--- src/rtl/aes_key_schedule.sv ---
// AES-128 key expansion: one round key per clock into an 11-entry register file,
// then served combinationally by index in forward or reverse (decrypt) order.
module aes_key_schedule #(
  parameter int unsigned NR         = 10,
  parameter bit          REVERSE_RD = 1'b1
) (
  input  logic         clk_i,
  input  logic         rst_ni,
  input  logic         start_i,
  input  logic [127:0] key_i,
  output logic         busy_o,
  output logic         key_ready_o,
  input  logic [3:0]   rd_idx_i,
  output logic [127:0] round_key_o
);

  typedef enum logic [1:0] {
    IDLE   = 2'b00,
    EXPAND = 2'b01,
    READY  = 2'b10
  } state_e;

  localparam logic [7:0] SBOX [256] = '{
    8'h63, 8'h7c, 8'h77, 8'h7b, 8'hf2, 8'h6b, 8'h6f, 8'hc5, 8'h30, 8'h01, 8'h67, 8'h2b, 8'hfe, 8'hd7, 8'hab, 8'h76,
    8'hca, 8'h82, 8'hc9, 8'h7d, 8'hfa, 8'h59, 8'h47, 8'hf0, 8'had, 8'hd4, 8'ha2, 8'haf, 8'h9c, 8'ha4, 8'h72, 8'hc0,
    8'hb7, 8'hfd, 8'h93, 8'h26, 8'h36, 8'h3f, 8'hf7, 8'hcc, 8'h34, 8'ha5, 8'he5, 8'hf1, 8'h71, 8'hd8, 8'h31, 8'h15,
    8'h04, 8'hc7, 8'h23, 8'hc3, 8'h18, 8'h96, 8'h05, 8'h9a, 8'h07, 8'h12, 8'h80, 8'he2, 8'heb, 8'h27, 8'hb2, 8'h75,
    8'h09, 8'h83, 8'h2c, 8'h1a, 8'h1b, 8'h6e, 8'h5a, 8'ha0, 8'h52, 8'h3b, 8'hd6, 8'hb3, 8'h29, 8'he3, 8'h2f, 8'h84,
    8'h53, 8'hd1, 8'h00, 8'hed, 8'h20, 8'hfc, 8'hb1, 8'h5b, 8'h6a, 8'hcb, 8'hbe, 8'h39, 8'h4a, 8'h4c, 8'h58, 8'hcf,
    8'hd0, 8'hef, 8'haa, 8'hfb, 8'h43, 8'h4d, 8'h33, 8'h85, 8'h45, 8'hf9, 8'h02, 8'h7f, 8'h50, 8'h3c, 8'h9f, 8'ha8,
    8'h51, 8'ha3, 8'h40, 8'h8f, 8'h92, 8'h9d, 8'h38, 8'hf5, 8'hbc, 8'hb6, 8'hda, 8'h21, 8'h10, 8'hff, 8'hf3, 8'hd2,
    8'hcd, 8'h0c, 8'h13, 8'hec, 8'h5f, 8'h97, 8'h44, 8'h17, 8'hc4, 8'ha7, 8'h7e, 8'h3d, 8'h64, 8'h5d, 8'h19, 8'h73,
    8'h60, 8'h81, 8'h4f, 8'hdc, 8'h22, 8'h2a, 8'h90, 8'h88, 8'h46, 8'hee, 8'hb8, 8'h14, 8'hde, 8'h5e, 8'h0b, 8'hdb,
    8'he0, 8'h32, 8'h3a, 8'h0a, 8'h49, 8'h06, 8'h24, 8'h5c, 8'hc2, 8'hd3, 8'hac, 8'h62, 8'h91, 8'h95, 8'he4, 8'h79,
    8'he7, 8'hc8, 8'h37, 8'h6d, 8'h8d, 8'hd5, 8'h4e, 8'ha9, 8'h6c, 8'h56, 8'hf4, 8'hea, 8'h65, 8'h7a, 8'hae, 8'h08,
    8'hba, 8'h78, 8'h25, 8'h2e, 8'h1c, 8'ha6, 8'hb4, 8'hc6, 8'he8, 8'hdd, 8'h74, 8'h1f, 8'h4b, 8'hbd, 8'h8b, 8'h8a,
    8'h70, 8'h3e, 8'hb5, 8'h66, 8'h48, 8'h03, 8'hf6, 8'h0e, 8'h61, 8'h35, 8'h57, 8'hb9, 8'h86, 8'hc1, 8'h1d, 8'h9e,
    8'he1, 8'hf8, 8'h98, 8'h11, 8'h69, 8'hd9, 8'h8e, 8'h94, 8'h9b, 8'h1e, 8'h87, 8'he9, 8'hce, 8'h55, 8'h28, 8'hdf,
    8'h8c, 8'ha1, 8'h89, 8'h0d, 8'hbf, 8'he6, 8'h42, 8'h68, 8'h41, 8'h99, 8'h2d, 8'h0f, 8'hb0, 8'h54, 8'hbb, 8'h16
  };

  function automatic logic [31:0] sub_word(input logic [31:0] w);
    return {SBOX[w[31:24]], SBOX[w[23:16]], SBOX[w[15:8]], SBOX[w[7:0]]};
  endfunction

  state_e       state_q, state_d;
  logic [127:0] rk_q [NR+1];
  logic [7:0]   rcon_q;
  logic [3:0]   rnd_q;
  logic         accept;
  logic [127:0] prev_key;
  logic [31:0]  t_word, n0, n1, n2, n3;
  logic [3:0]   rd_sel;

  assign accept = start_i && ((state_q == IDLE) || (state_q == READY));

  always_ff @(posedge clk_i or negedge rst_ni) begin
    if (!rst_ni) state_q <= IDLE;
    else         state_q <= state_d;
  end

  always_comb begin
    state_d = state_q;
    case (state_q)
      IDLE, READY: if (start_i) state_d = EXPAND;
      EXPAND:      if (rnd_q == 4'(NR)) state_d = READY;
      default:     state_d = IDLE;
    endcase
  end

  always_comb begin
    busy_o      = (state_q == EXPAND);
    key_ready_o = (state_q == READY);
  end

  // Previous round key is rk[rnd-1]; rnd is always 1..NR while expanding.
  always_comb begin
    prev_key = rk_q[0];
    for (int unsigned i = 1; i < NR; i++)
      if (rnd_q == 4'(i + 1)) prev_key = rk_q[i];
  end

  assign t_word = sub_word({prev_key[23:0], prev_key[31:24]}) ^ {rcon_q, 24'h0};
  assign n0     = prev_key[127:96] ^ t_word;
  assign n1     = prev_key[95:64]  ^ n0;
  assign n2     = prev_key[63:32]  ^ n1;
  assign n3     = prev_key[31:0]   ^ n2;

  always_ff @(posedge clk_i or negedge rst_ni) begin
    if (!rst_ni) begin
      for (int unsigned i = 0; i <= NR; i++) rk_q[i] <= '0;
      rcon_q <= 8'h01;
      rnd_q  <= '0;
    end else if (accept) begin
      rk_q[0] <= key_i;
      rnd_q   <= 4'd1;
      rcon_q  <= 8'h01;
    end else if (state_q == EXPAND) begin
      for (int unsigned i = 1; i <= NR; i++)
        if (rnd_q == 4'(i)) rk_q[i] <= {n0, n1, n2, n3};
      rcon_q <= {rcon_q[6:0], 1'b0} ^ (rcon_q[7] ? 8'h1b : 8'h00);
      rnd_q  <= rnd_q + 4'd1;
    end
  end

  always_comb begin
    rd_sel      = REVERSE_RD ? (4'(NR) - rd_idx_i) : rd_idx_i;
    round_key_o = '0;
    if (rd_idx_i <= 4'(NR))
      for (int unsigned i = 0; i <= NR; i++)
        if (rd_sel == 4'(i)) round_key_o = rk_q[i];
  end

endmodule

--- config.mk ---
export PLATFORM = sky130hd
export DESIGN_NAME = aes_key_schedule
export DESIGN_NICKNAME = d
export VERILOG_FILES = /design/src/rtl/aes_key_schedule.sv
export SDC_FILE = /design/constraint.sdc
export NUM_CORES = 2
export LEC_CHECK = 0
export CAP_MARGIN = 20
export CORE_MARGIN = 2
export CORE_UTILIZATION = 35
export CTS_CLUSTER_SIZE = 16
export DETAILED_ROUTE_END_ITERATION = 7
export SYNTH_ARGS = -nofsm -noshare
export SYNTH_HDL_FRONTEND = slang
export SYNTH_SLANG_ARGS = --single-unit
--- constraint.sdc ---
create_clock -name clk_i -period 8.1 [get_ports clk_i]
set_input_delay 2.43 -clock clk_i [delete_from_list [all_inputs] [get_ports clk_i]]
set_output_delay 2.43 -clock clk_i [all_outputs]
set_load 0.01 [all_outputs]
==> flow_summary.yaml <==
grt:
  grt_first_pass_wirelength_um: 649500
  grt_max_degree: 189
  first_global_vias: 86619
  grt_util_all_layers: 0.3560
  globalRoute.totalOverflow: 0
  number_of_antenna_violations_at_the_first_check_in_global_routing: 15
timing:
  setup_violations: 0
  achievable-frequency_ghz: 0.1252
  rsz0062_at_grt: "false"
  final.min_clock_period_ns: 7.988
  final_min_period_over_clock_period: 0.9862
  timing.final.max_slew_violations: 0
  worst_clock_skew_ns: 0.1008
  timing.final.ws_setup_ns: 0.1120
  tightest_slew_ns: 1.458
  max_slew_margin_vs_limit: 0.02816
  final.hold.worst_slack_ns: 0.4847
  totalNegativeSetupSlack_ns: 0
  timing.final.hold_violations: 0
synth:
  synth_cell_type_count: 127
  synth-seq-cells: 1422
  post_synth.cell_area_avg_um2: 8.450
  synth_enable_flop_cells: 0
  synthesis.area_mm2: 0.08511
  ys_seq_area_frac: 0.4181
  synthesis.instances: 10072
  synth_nets: 10266
  most_used_dff_post_synth: "dfrtp_1"
  synth-async-reset-ratio: 1.000
  ys.warnings.count: 0
clock_tree:
  ctsResizeCount: 0
  postCtsHoldBufs: 0
  post_cts.repair.setup_buffers: 0
  clock_tree.htree_level_count: 4
  cts-buffers-inserted: 160
  clkTransAtPathRegs_ns: 0.06
  clock_tree.root_cell: "clkbuf_16"
  clock_insertion_delay_worst_skew_ns: 0.89
  cts_tree: "done"
  tritoncts_num_sinks: 1422
  clock_path_buffers: 3
placed_design:
  dp.final_hpwl_um: 308200
  dpl_worst_slack_ns: 0.08795
  place.gp.congestion: 1.043
  portBuffers: 264
layout:
  fin_nets: 10603
  drive_above_1_share: 0.1435
  area_growth_syn_to_layout_pct: 19.67
  layout.cells.most_common_list: "nand2_1 (1878), o21ai_0 (1484), dfrtp_1 (1419), buf_4 (806), a21oi_1 (486)"
  most_frequent_standard_cell_in_the_layout_excluding_fill_and_tap_cells: "nand2_1"
outcome:
  result_of_the_run: "complete, but fails checks"
  violations: "design-rule violations"
routing:
  drtAntennaViolNets: 0
  firstDrtPassIters: 8
  drt_iter0_markers: 15750
  post_drt_wl_per_cell_um: 33.33
  wirelength_um: 458100
  remaining_drc_errors: 25
  routed-via-count: 92330
  viasPerCell: 6.716
die:
  rows: 181
  start_util: 0.3509
  floorplan.die_area_mm2: 0.2471
  design.core.area_mm2: 0.2425
  top_level_ports: 265
  die_x_um: 497.1
  chipHeight_um: 497.1
critical_path:
  endpoint_kind: "flip-flop"
  worst_ep_required_time_ns: 8.77
  cpMostUsedCell: "buf_4"
  worstSetupPathType: "flip-flop to flip-flop"
  worstPathArrival_ns: 8.66
  cp-start-kind: "flip-flop"
  slowest_stage: "dfrtp_2"
  critical_path.max_stage_delay_ns: 0.95
  critical_path.cell_chain: "nor2b_4 > o21ai_0 > and4_1 > o41ai_2 > buf_4 > ha_1 > o211ai_1 > a22oi_1 > a2111oi_0 > o31ai_1 > nor4_1 > buf_4 > o21ai_1 > xor2_1 > xnor2_1 > buf_4 > xnor2_2 > o21ai_0"
  timing.critical_path.fanout_max: 34
min_path:
  timing.hold.worst.class: "flip-flop to flip-flop"
job:
  drv_cap: 0
synthesized netlist by cell type, types with 129 or more instances:
library cell / count / area share
nand2_1: 1888 / 0.083
o21ai_0: 1485 / 0.087
dfrtp_1: 1421 / 0.42
clkbuf_1: 663 / 0.029
nor2_1: 492 / 0.022
a21oi_1: 488 / 0.029
a221oi_1: 290 / 0.030
nand3_1: 243 / 0.014
buf_2: 194 / 0.011
a22o_1: 191 / 0.020
a22oi_1: 169 / 0.015
o211ai_1: 161 / 0.014
o22ai_1: 141 / 0.010
a31oi_1: 137 / 0.010
xnor2_1: 135 / 0.014
mux2_2: 131 / 0.017
a222oi_1: 130 / 0.015
a311oi_1: 129 / 0.013
worst max-delay path, delay by kind of cell (launching register included):
family	cells	cell delay (ns)
and+or+nand+nor	3	1.22
adders and majority gates	1	0.53
DFF	1	0.95
xor gates and xnor gates	3	1.29
AOI/OAI and AO/OA	8	2.96
buffers and inverters	3	0.83
cells by family (layout without fill, tap and decap cells):
family / count (synthesis) / count (layout) / synth area share
multiplexers: 195 / 195 / 0.02502
other: 0 / 5 / 0
AO/OA/AOI/OAI: 4069 / 4069 / 0.3183
XOR/XNOR: 206 / 206 / 0.02393
flip-flops: 1422 / 1422 / 0.4181
adder cells (fa/ha/maj): 59 / 59 / 0.008674
AND/OR/NAND/NOR: 3061 / 3061 / 0.1527
buffers and inverters: 1060 / 1528 / 0.05319
final cells by class:
class / instances / area, um^2
clock buffer: 229 / 4584
fill: 23871 / 140700
inverter: 56 / 210.2
multi-input combinational: 7590 / 45490
timing repair buffer: 1179 / 10910
tap: 3202 / 4006
antenna: 5 / 12.51
sequential: 1422 / 35590
clock inverter: 64 / 1046
through the flow:
step                      cell area, um^2    util  std cells
after CTS                          101800  0.4197      13738
after global routing               101800  0.4199      13743
after global placement              96140  0.3964      13443
after floorplan                     85110       -      10072
final                              101800  0.4199      13747
after detailed placement            96160  0.3965      13445
path summary, 6_finish.rpt:
path                           from         end  slack (ns)  cells past startpoint
setup / recovery           rnd_q[2]   rk_q[144]        0.11                     18
hold / removal             rk_q[66]    rk_q[66]        0.48                      2
setup reg to reg           rnd_q[2]   rk_q[144]        0.11                     18
hold reg to reg            rk_q[66]    rk_q[66]        0.48                      2
max in group asynchronous    rst_ni   rk_q[189]        4.74                      2
min in group asynchronous    rst_ni  rk_q[1396]        1.59                      1
flip-flops by register name, indices dropped and copies added (netlist names):
name and count:
rk_q 1408, rcon_q 8, state_q 2, rnd_q 4
metal layers:
layer / GRT usage / up-vias / wire length, um
met5: 0 / - / 184
met4: 0.2285 / 20 / 35450
met3: 0.1159 / 1789 / 61700
met2: 0.5118 / 7595 / 189000
met1: 0.4578 / 44691 / 171900
li1: - / 38235 / -
Power is left out: the tool's default activity adds up to more than one toggle a clock period on the data nets, which glitch-free logic cannot reach.
